===== config.mk =====
export PLATFORM = sky130hd
export DESIGN_NAME = rtc_time_counter
export DESIGN_NICKNAME = d
export VERILOG_FILES = /design/src/rtl/rtc_pkg.sv /design/src/rtl/bcd_digit_counter.sv /design/src/rtl/rtc_time_counter.sv
export SDC_FILE = /design/constraint.sdc
export NUM_CORES = 1
export LEC_CHECK = 0
export ABC_AREA = 1
export CAP_MARGIN = 40
export CORE_MARGIN = 1.5
export CORE_UTILIZATION = 45
export DETAILED_ROUTE_END_ITERATION = 8
export PLACE_DENSITY = 0.72
export SYNTH_ARGS = -nofsm -noshare
export SYNTH_HDL_FRONTEND = slang
export SYNTH_HIERARCHICAL = 1
export SYNTH_SLANG_ARGS = --single-unit

===== constraint.sdc =====
create_clock -name clk_i -period 11.9 [get_ports clk_i]
set_input_delay 1.19 -clock clk_i [delete_from_list [all_inputs] [get_ports clk_i]]
set_output_delay 1.19 -clock clk_i [all_outputs]
set_load 0.01 [all_outputs]

===== src/rtl/rtc_pkg.sv =====
// Shared constants for the RTC time-of-day counter.
// Packed-BCD time word layout: {hh[23:16], mm[15:8], ss[7:0]}, each byte {tens, ones}.
package rtc_pkg;

    localparam int unsigned BcdW  = 4;
    localparam int unsigned TimeW = 24;

    // Bit offsets of the ones digit of each field; the tens digit sits BcdW above.
    localparam int unsigned SsLsb = 0;
    localparam int unsigned MmLsb = 8;
    localparam int unsigned HhLsb = 16;

    // Digit limits.
    localparam int unsigned OnesMax        = 9;
    localparam int unsigned TensMax        = 5;
    localparam int unsigned HourTensMax    = 2;
    localparam int unsigned HourOnesMaxTop = 3;

    localparam logic [TimeW-1:0] ResetTime = '0;

    // Extract one BCD digit whose least significant bit is at 'lsb'.
    function automatic logic [BcdW-1:0] digit_at(input logic [TimeW-1:0] t,
                                                 input int unsigned lsb);
        return t[lsb +: BcdW];
    endfunction

endpackage


===== src/rtl/bcd_digit_counter.sv =====
// Single BCD digit of the time-of-day carry chain.
// Ports:
//   clk_i, rst_i     clock, synchronous active-high reset (digit -> 0)
//   inc_i            advance by one this cycle
//   load_i           load load_val_i (wins over inc_i)
//   load_val_i       value to load
//   wrap_to_zero_i   force the increment to wrap to 0 regardless of Max
//   digit_o          registered digit value
//   next_o           value the digit takes after this edge (ignores reset)
//   carry_o          increment while at Max; drives the next digit
module bcd_digit_counter
    import rtc_pkg::*;
#(
    parameter int unsigned Max = 9
) (
    input  logic            clk_i,
    input  logic            rst_i,
    input  logic            inc_i,
    input  logic            load_i,
    input  logic [BcdW-1:0] load_val_i,
    input  logic            wrap_to_zero_i,
    output logic [BcdW-1:0] digit_o,
    output logic [BcdW-1:0] next_o,
    output logic            carry_o
);

    localparam logic [BcdW-1:0] MaxDigit = BcdW'(Max);

    logic [BcdW-1:0] digit_q, digit_d;

    always_comb begin
        digit_d = digit_q;
        if (load_i) begin
            digit_d = load_val_i;
        end else if (inc_i) begin
            if (wrap_to_zero_i || digit_q == MaxDigit) begin
                digit_d = '0;
            end else begin
                digit_d = digit_q + 1'b1;
            end
        end
    end

    always_ff @(posedge clk_i) begin
        if (rst_i) begin
            digit_q <= '0;
        end else begin
            digit_q <= digit_d;
        end
    end

    assign digit_o = digit_q;
    assign next_o  = digit_d;
    assign carry_o = inc_i && (digit_q == MaxDigit);

endmodule


===== src/rtl/rtc_time_counter.sv =====
// RTC time-of-day counter: packed-BCD hh:mm:ss, 24-hour, advanced by a 1 Hz strobe.
// Ports:
//   clk_i, rst_i     clock, synchronous active-high reset
//   tick_i           one-cycle 1 Hz strobe
//   set_en_i         one-cycle request to load set_time_i (validated)
//   set_time_i       packed-BCD time to load
//   alarm_load_i     one-cycle request to load alarm_time_i (validated)
//   alarm_time_i     packed-BCD alarm value
//   alarm_en_i       alarm matching enable (level)
//   time_bcd_o       current time
//   day_pulse_o      strobe on the HOUR_MAX:59:59 -> 00:00:00 rollover
//   alarm_o          strobe when a tick advances time onto the alarm value
//   set_err_o        strobe when a set or alarm load was rejected
module rtc_time_counter
    import rtc_pkg::*;
#(
    parameter int unsigned HOUR_MAX  = HourTensMax * 10 + HourOnesMaxTop,
    parameter bit          SET_CHECK = 1'b1
) (
    input  logic             clk_i,
    input  logic             rst_i,
    input  logic             tick_i,
    input  logic             set_en_i,
    input  logic [TimeW-1:0] set_time_i,
    input  logic             alarm_load_i,
    input  logic [TimeW-1:0] alarm_time_i,
    input  logic             alarm_en_i,
    output logic [TimeW-1:0] time_bcd_o,
    output logic             day_pulse_o,
    output logic             alarm_o,
    output logic             set_err_o
);

    localparam int unsigned     NumDigits = TimeW / BcdW;
    localparam logic [BcdW-1:0] HhTensTop = BcdW'(HOUR_MAX / 10);
    localparam logic [BcdW-1:0] HhOnesTop = BcdW'(HOUR_MAX % 10);

    function automatic logic time_valid(input logic [TimeW-1:0] t);
        logic        ok;
        int unsigned hh;
        ok = 1'b1;
        for (int unsigned k = 0; k < NumDigits; k++) begin
            if (digit_at(t, k * BcdW) > BcdW'(OnesMax)) ok = 1'b0;
        end
        if (digit_at(t, SsLsb + BcdW) > BcdW'(TensMax)) ok = 1'b0;
        if (digit_at(t, MmLsb + BcdW) > BcdW'(TensMax)) ok = 1'b0;
        hh = 32'(digit_at(t, HhLsb + BcdW)) * 10 + 32'(digit_at(t, HhLsb));
        if (hh > HOUR_MAX) ok = 1'b0;
        return ok || !SET_CHECK;
    endfunction

    // Digit 0 is seconds ones, digit 5 is hours tens.
    logic [NumDigits-1:0][BcdW-1:0] digit, next;
    logic [NumDigits-1:0]           inc, carry;

    logic             set_ok, alarm_ok, set_load, advance, hh_top, day_wrap;
    logic [TimeW-1:0] alarm_q;
    logic             day_pulse_q, alarm_hit_q, set_err_q;

    assign set_ok   = time_valid(set_time_i);
    assign alarm_ok = time_valid(alarm_time_i);
    assign set_load = set_en_i && set_ok;
    // Any set request, accepted or not, swallows a coinciding tick.
    assign advance  = tick_i && !set_en_i;

    // Hours do not follow a plain decimal carry: at HOUR_MAX both hour digits wrap together.
    assign hh_top   = (digit[5] == HhTensTop) && (digit[4] == HhOnesTop);
    assign day_wrap = carry[3] && hh_top;

    always_comb begin
        inc    = '0;
        inc[0] = advance;
        for (int unsigned k = 1; k < 5; k++) begin
            inc[k] = carry[k-1];
        end
        inc[5] = carry[4] || day_wrap;
    end

    for (genvar i = 0; i < NumDigits; i++) begin : g_digit
        bcd_digit_counter #(
            .Max((i == 5) ? HOUR_MAX / 10 : (((i % 2) == 1) ? TensMax : OnesMax))
        ) u_digit (
            .clk_i         (clk_i),
            .rst_i         (rst_i),
            .inc_i         (inc[i]),
            .load_i        (set_load),
            .load_val_i    (set_time_i[i*BcdW +: BcdW]),
            .wrap_to_zero_i((i >= 4) ? day_wrap : 1'b0),
            .digit_o       (digit[i]),
            .next_o        (next[i]),
            .carry_o       (carry[i])
        );
    end

    always_ff @(posedge clk_i) begin
        if (rst_i) begin
            alarm_q     <= ResetTime;
            day_pulse_q <= 1'b0;
            alarm_hit_q <= 1'b0;
            set_err_q   <= 1'b0;
        end else begin
            if (alarm_load_i && alarm_ok) begin
                alarm_q <= alarm_time_i;
            end
            // The hours-tens carry only occurs on the midnight wrap.
            day_pulse_q <= carry[5];
            // While advancing no load is active, so 'next' is the incremented time.
            alarm_hit_q <= advance && alarm_en_i && (next == alarm_q);
            set_err_q   <= (set_en_i && !set_ok) || (alarm_load_i && !alarm_ok);
        end
    end

    assign time_bcd_o  = digit;
    assign day_pulse_o = day_pulse_q;
    assign alarm_o     = alarm_hit_q;
    assign set_err_o   = set_err_q;

endmodule

==> flow_metrics.env <==
export IMPL_tightest_slew_ps=880
export IMPL_whs_path_depth=2
export IMPL_grt_util_all_layers=0.228
export IMPL_leakagePower_nw=2.36
export IMPL_r2r_start="g_digit[0].u_digit/digit_o[0]"
export IMPL_maxCapViolCount=0
export IMPL_htreeDepth=2
export IMPL_clk_path_buf_depth=2
export IMPL_drt_first_pass_iters=4
export IMPL_wire_per_inst_um=12.3
export IMPL_synth_most_common_cell="nand2_1"
export IMPL_avgSynthCellArea_um2=6.31
export IMPL_drt_wl_total_mm=9.93
export IMPL_r2r_end="alarm_o"
export IMPL_core_area_um2=8300
export IMPL_ys_dominant_reg_cell="dfxtp_1"
export IMPL_synth_edff_count=0
export IMPL_synthArstFlopShare=0
export IMPL_gp_congestion=0.887
export IMPL_postCtsSetupBuffers=0
export IMPL_crit_fanout=7
export IMPL_clock_sinks=51
export IMPL_holdBufCountCts=0
export IMPL_cp_end_kind="flop"
export IMPL_skew_ps=9.20
export IMPL_cts_buffers=5
export IMPL_synthTopCellsByArea="dfxtp_1, nand2_1, inv_1, ha_1, nor2_1"
export IMPL_grt_pass1_wl_mm=16.6
export IMPL_regArea_um2=1020
export IMPL_p_switching_mw=0.101
export IMPL_syn_cell_area_um2=3900
export IMPL_power_mw=0.377
export IMPL_syn_inst=618
export IMPL_rrSetupSlack_ps=7670
export IMPL_relSlewSlack=0.412
export IMPL_cts_tree="done"
export IMPL_hold_path_end="alarm_q[15]"
export IMPL_fp_dieW_um=96.1
export IMPL_yosysSeqAreaShare=0.262
export IMPL_synth_seq_cells=51
export IMPL_dpl_hpwl_mm=8.01
export IMPL_powerDensity_nw_per_um2=76.6
export IMPL_synthTopCellsByCount="nand2_1, inv_1, dfxtp_1"
export IMPL_syn2layout_area_growth_pct=26.3
export IMPL_hold_viol_final=0
export IMPL_p_sw_frac=0.269
export IMPL_nets=784
export IMPL_die_area_um2=9230
export IMPL_root_buffer="clkbuf_8"
export IMPL_fin_crit_ps=5460
export IMPL_port_buffers=80
export IMPL_num_rows=33
export IMPL_finalSetupTns_ps=0
export IMPL_drt_iter0_markers=148
export IMPL_cpPeakStageDelay_ps=470
export IMPL_nFillCells=829
export IMPL_vias_per_cell=4.82
export IMPL_max_freq_ghz=0.183
export IMPL_start_util=0.470
export IMPL_ir_drop_v=0.0000462
export IMPL_routed_via_count=3883
export IMPL_critPathArrivalTime_ps=5710
export IMPL_status="finished, final reports clean"
export IMPL_post_route_period_util=0.459
export IMPL_cts_resized_gates=0
export IMPL_io_pins=81
export IMPL_post_route_drc_count=0
export IMPL_p_comb_frac=0.197
export IMPL_first_global_vias=3711
export IMPL_seqPwrFrac=0.459
export IMPL_p_clk_frac=0.344
export IMPL_worstRegToRegCells=26
export IMPL_yosysWarnings=6
export IMPL_yosysTopAreaCell="dfxtp_1"
export IMPL_yosysTopAreaCellShare=0.262
export IMPL_crit_path_frequent_cell="nand2_1"
export IMPL_setup_viol=0
export IMPL_path_class="input port to flop"
export IMPL_multi_input_area_um2=2390
export IMPL_cp_start_kind="input port"
export IMPL_grt_max_degree=31
export IMPL_hold_path_class="flop to flop"
export IMPL_clock_latency_ps=310
export IMPL_antenna_found_initial=0
export IMPL_path_clk_slew_ps=100
export IMPL_n_antenna_cell=0
export IMPL_slew_violations=0
export IMPL_cell_internal_pwr_mw=0.275
export IMPL_rsz0062_at_grt="false"
export IMPL_cpMaxStageDelayCell="clkdlybuf4s50_1"
export IMPL_synth_distinct_cells=37
export IMPL_fp_dieH_um=96.1
export IMPL_antenna_left=0
export IMPL_overflow=0
export IMPL_drive_gt1_frac=0.0613
export IMPL_critical_path_required_ps=12150
export IMPL_hp_start="alarm_q[15]"
==> power groups by stage <==
stage,Sequential (mW),Combinational [mW],Clock [mW]
finish,0.173,0.0744,0.130
detailed placement,0.177,0.0748,0
global route,0.173,0.0848,0.138
global placement,0.177,0.0727,0
CTS,0.173,0.0751,0.133
floorplan,0.177,0.0423,0
==> worst max-delay path: cells and delay by family <==
| family | cells | cell delay [ps] |
|---|---|---|
| AOI/OAI and AO/OA | 1 | 240 |
| buffers and inverters | 6 | 960 |
| and+or+nand+nor | 21 | 3320 |
==> registers in the layout, summed over array words and instances (netlist names) <==
register	flops
alarm_q	24
set_err_o	1
g_digit.u_digit/digit_o	24
day_pulse_o	1
alarm_o	1
==> area by class of cell <==
| class | count | share of cell area |
|---|---|---|
| Clock inverter | 2 | 0.00788 |
| Inverter | 117 | 0.0892 |
| Multi-Input combinational cell | 443 | 0.486 |
| Sequential cell | 51 | 0.207 |
| Clock buffer | 6 | 0.0168 |
| Tap cell | 105 | 0.0267 |
| Timing Repair Buffer | 82 | 0.166 |
==> logic make-up (layout without fill, tap and decap cells) <==
logic type      after synthesis  count (layout)  synth area share
fa+ha+maj                    30              30             0.104
xor+xnor                     25              25            0.0562
buf+inv                     127             207             0.127
simple gates                321             321             0.359
other cells                   1               4          0.000962
flops                        51              51             0.262
compound gates               63              63            0.0909
==> routing by layer <==
layer / vias to the layer above / GRT usage / part of all wire
met5: - / 0 / 0
met4: 0 / 0.0833 / 0.022
met3: 21 / 0.0221 / 0.051
met2: 109 / 0.405 / 0.48
met1: 1694 / 0.284 / 0.45
li1: 2059 / - / -
==> layout by cell type, fill, tap and decap left out, drive strengths merged, types with 8 or more instances in the layout <==
cell	Yosys	final
nand4	26	26
a21oi	32	32
inv	117	118
xnor2	16	16
or2	8	8
clkdlybuf4s50	0	80
xor2	9	9
o21ai	21	21
dfxtp	51	51
nor2	56	56
ha	26	26
nand3	19	19
nand2	204	204
==> worst max-delay path by stage <==
stage	start	slack, ps	depth (start not counted)	to
2_1_floorplan	tick_i	7180	27	alarm_o
3_3_place_gp	tick_i	6400	28	alarm_o
3_5_place_dp	tick_i	6150	28	alarm_o
4_1_cts	tick_i	6460	28	alarm_o
5_1_grt	tick_i	5980	28	alarm_o
6_report	tick_i	6440	28	alarm_o
==> through the flow <==
stage | area, um^2 | instances | utilization | hold slack (ps) | setup WS, ps
finish | 4920 | 806 | 0.593 | 447 | 6440
global route | 4920 | 806 | 0.593 | 493 | 5980
CTS | 4920 | 806 | 0.593 | 449 | 6460
detailed placement | 4800 | 798 | 0.578 | 434 | 6150
global placement | 4800 | 798 | 0.578 | 434 | 6400
floorplan | 3910 | 621 | - | 417 | 7180
Power figures use the tool's default switching activity.
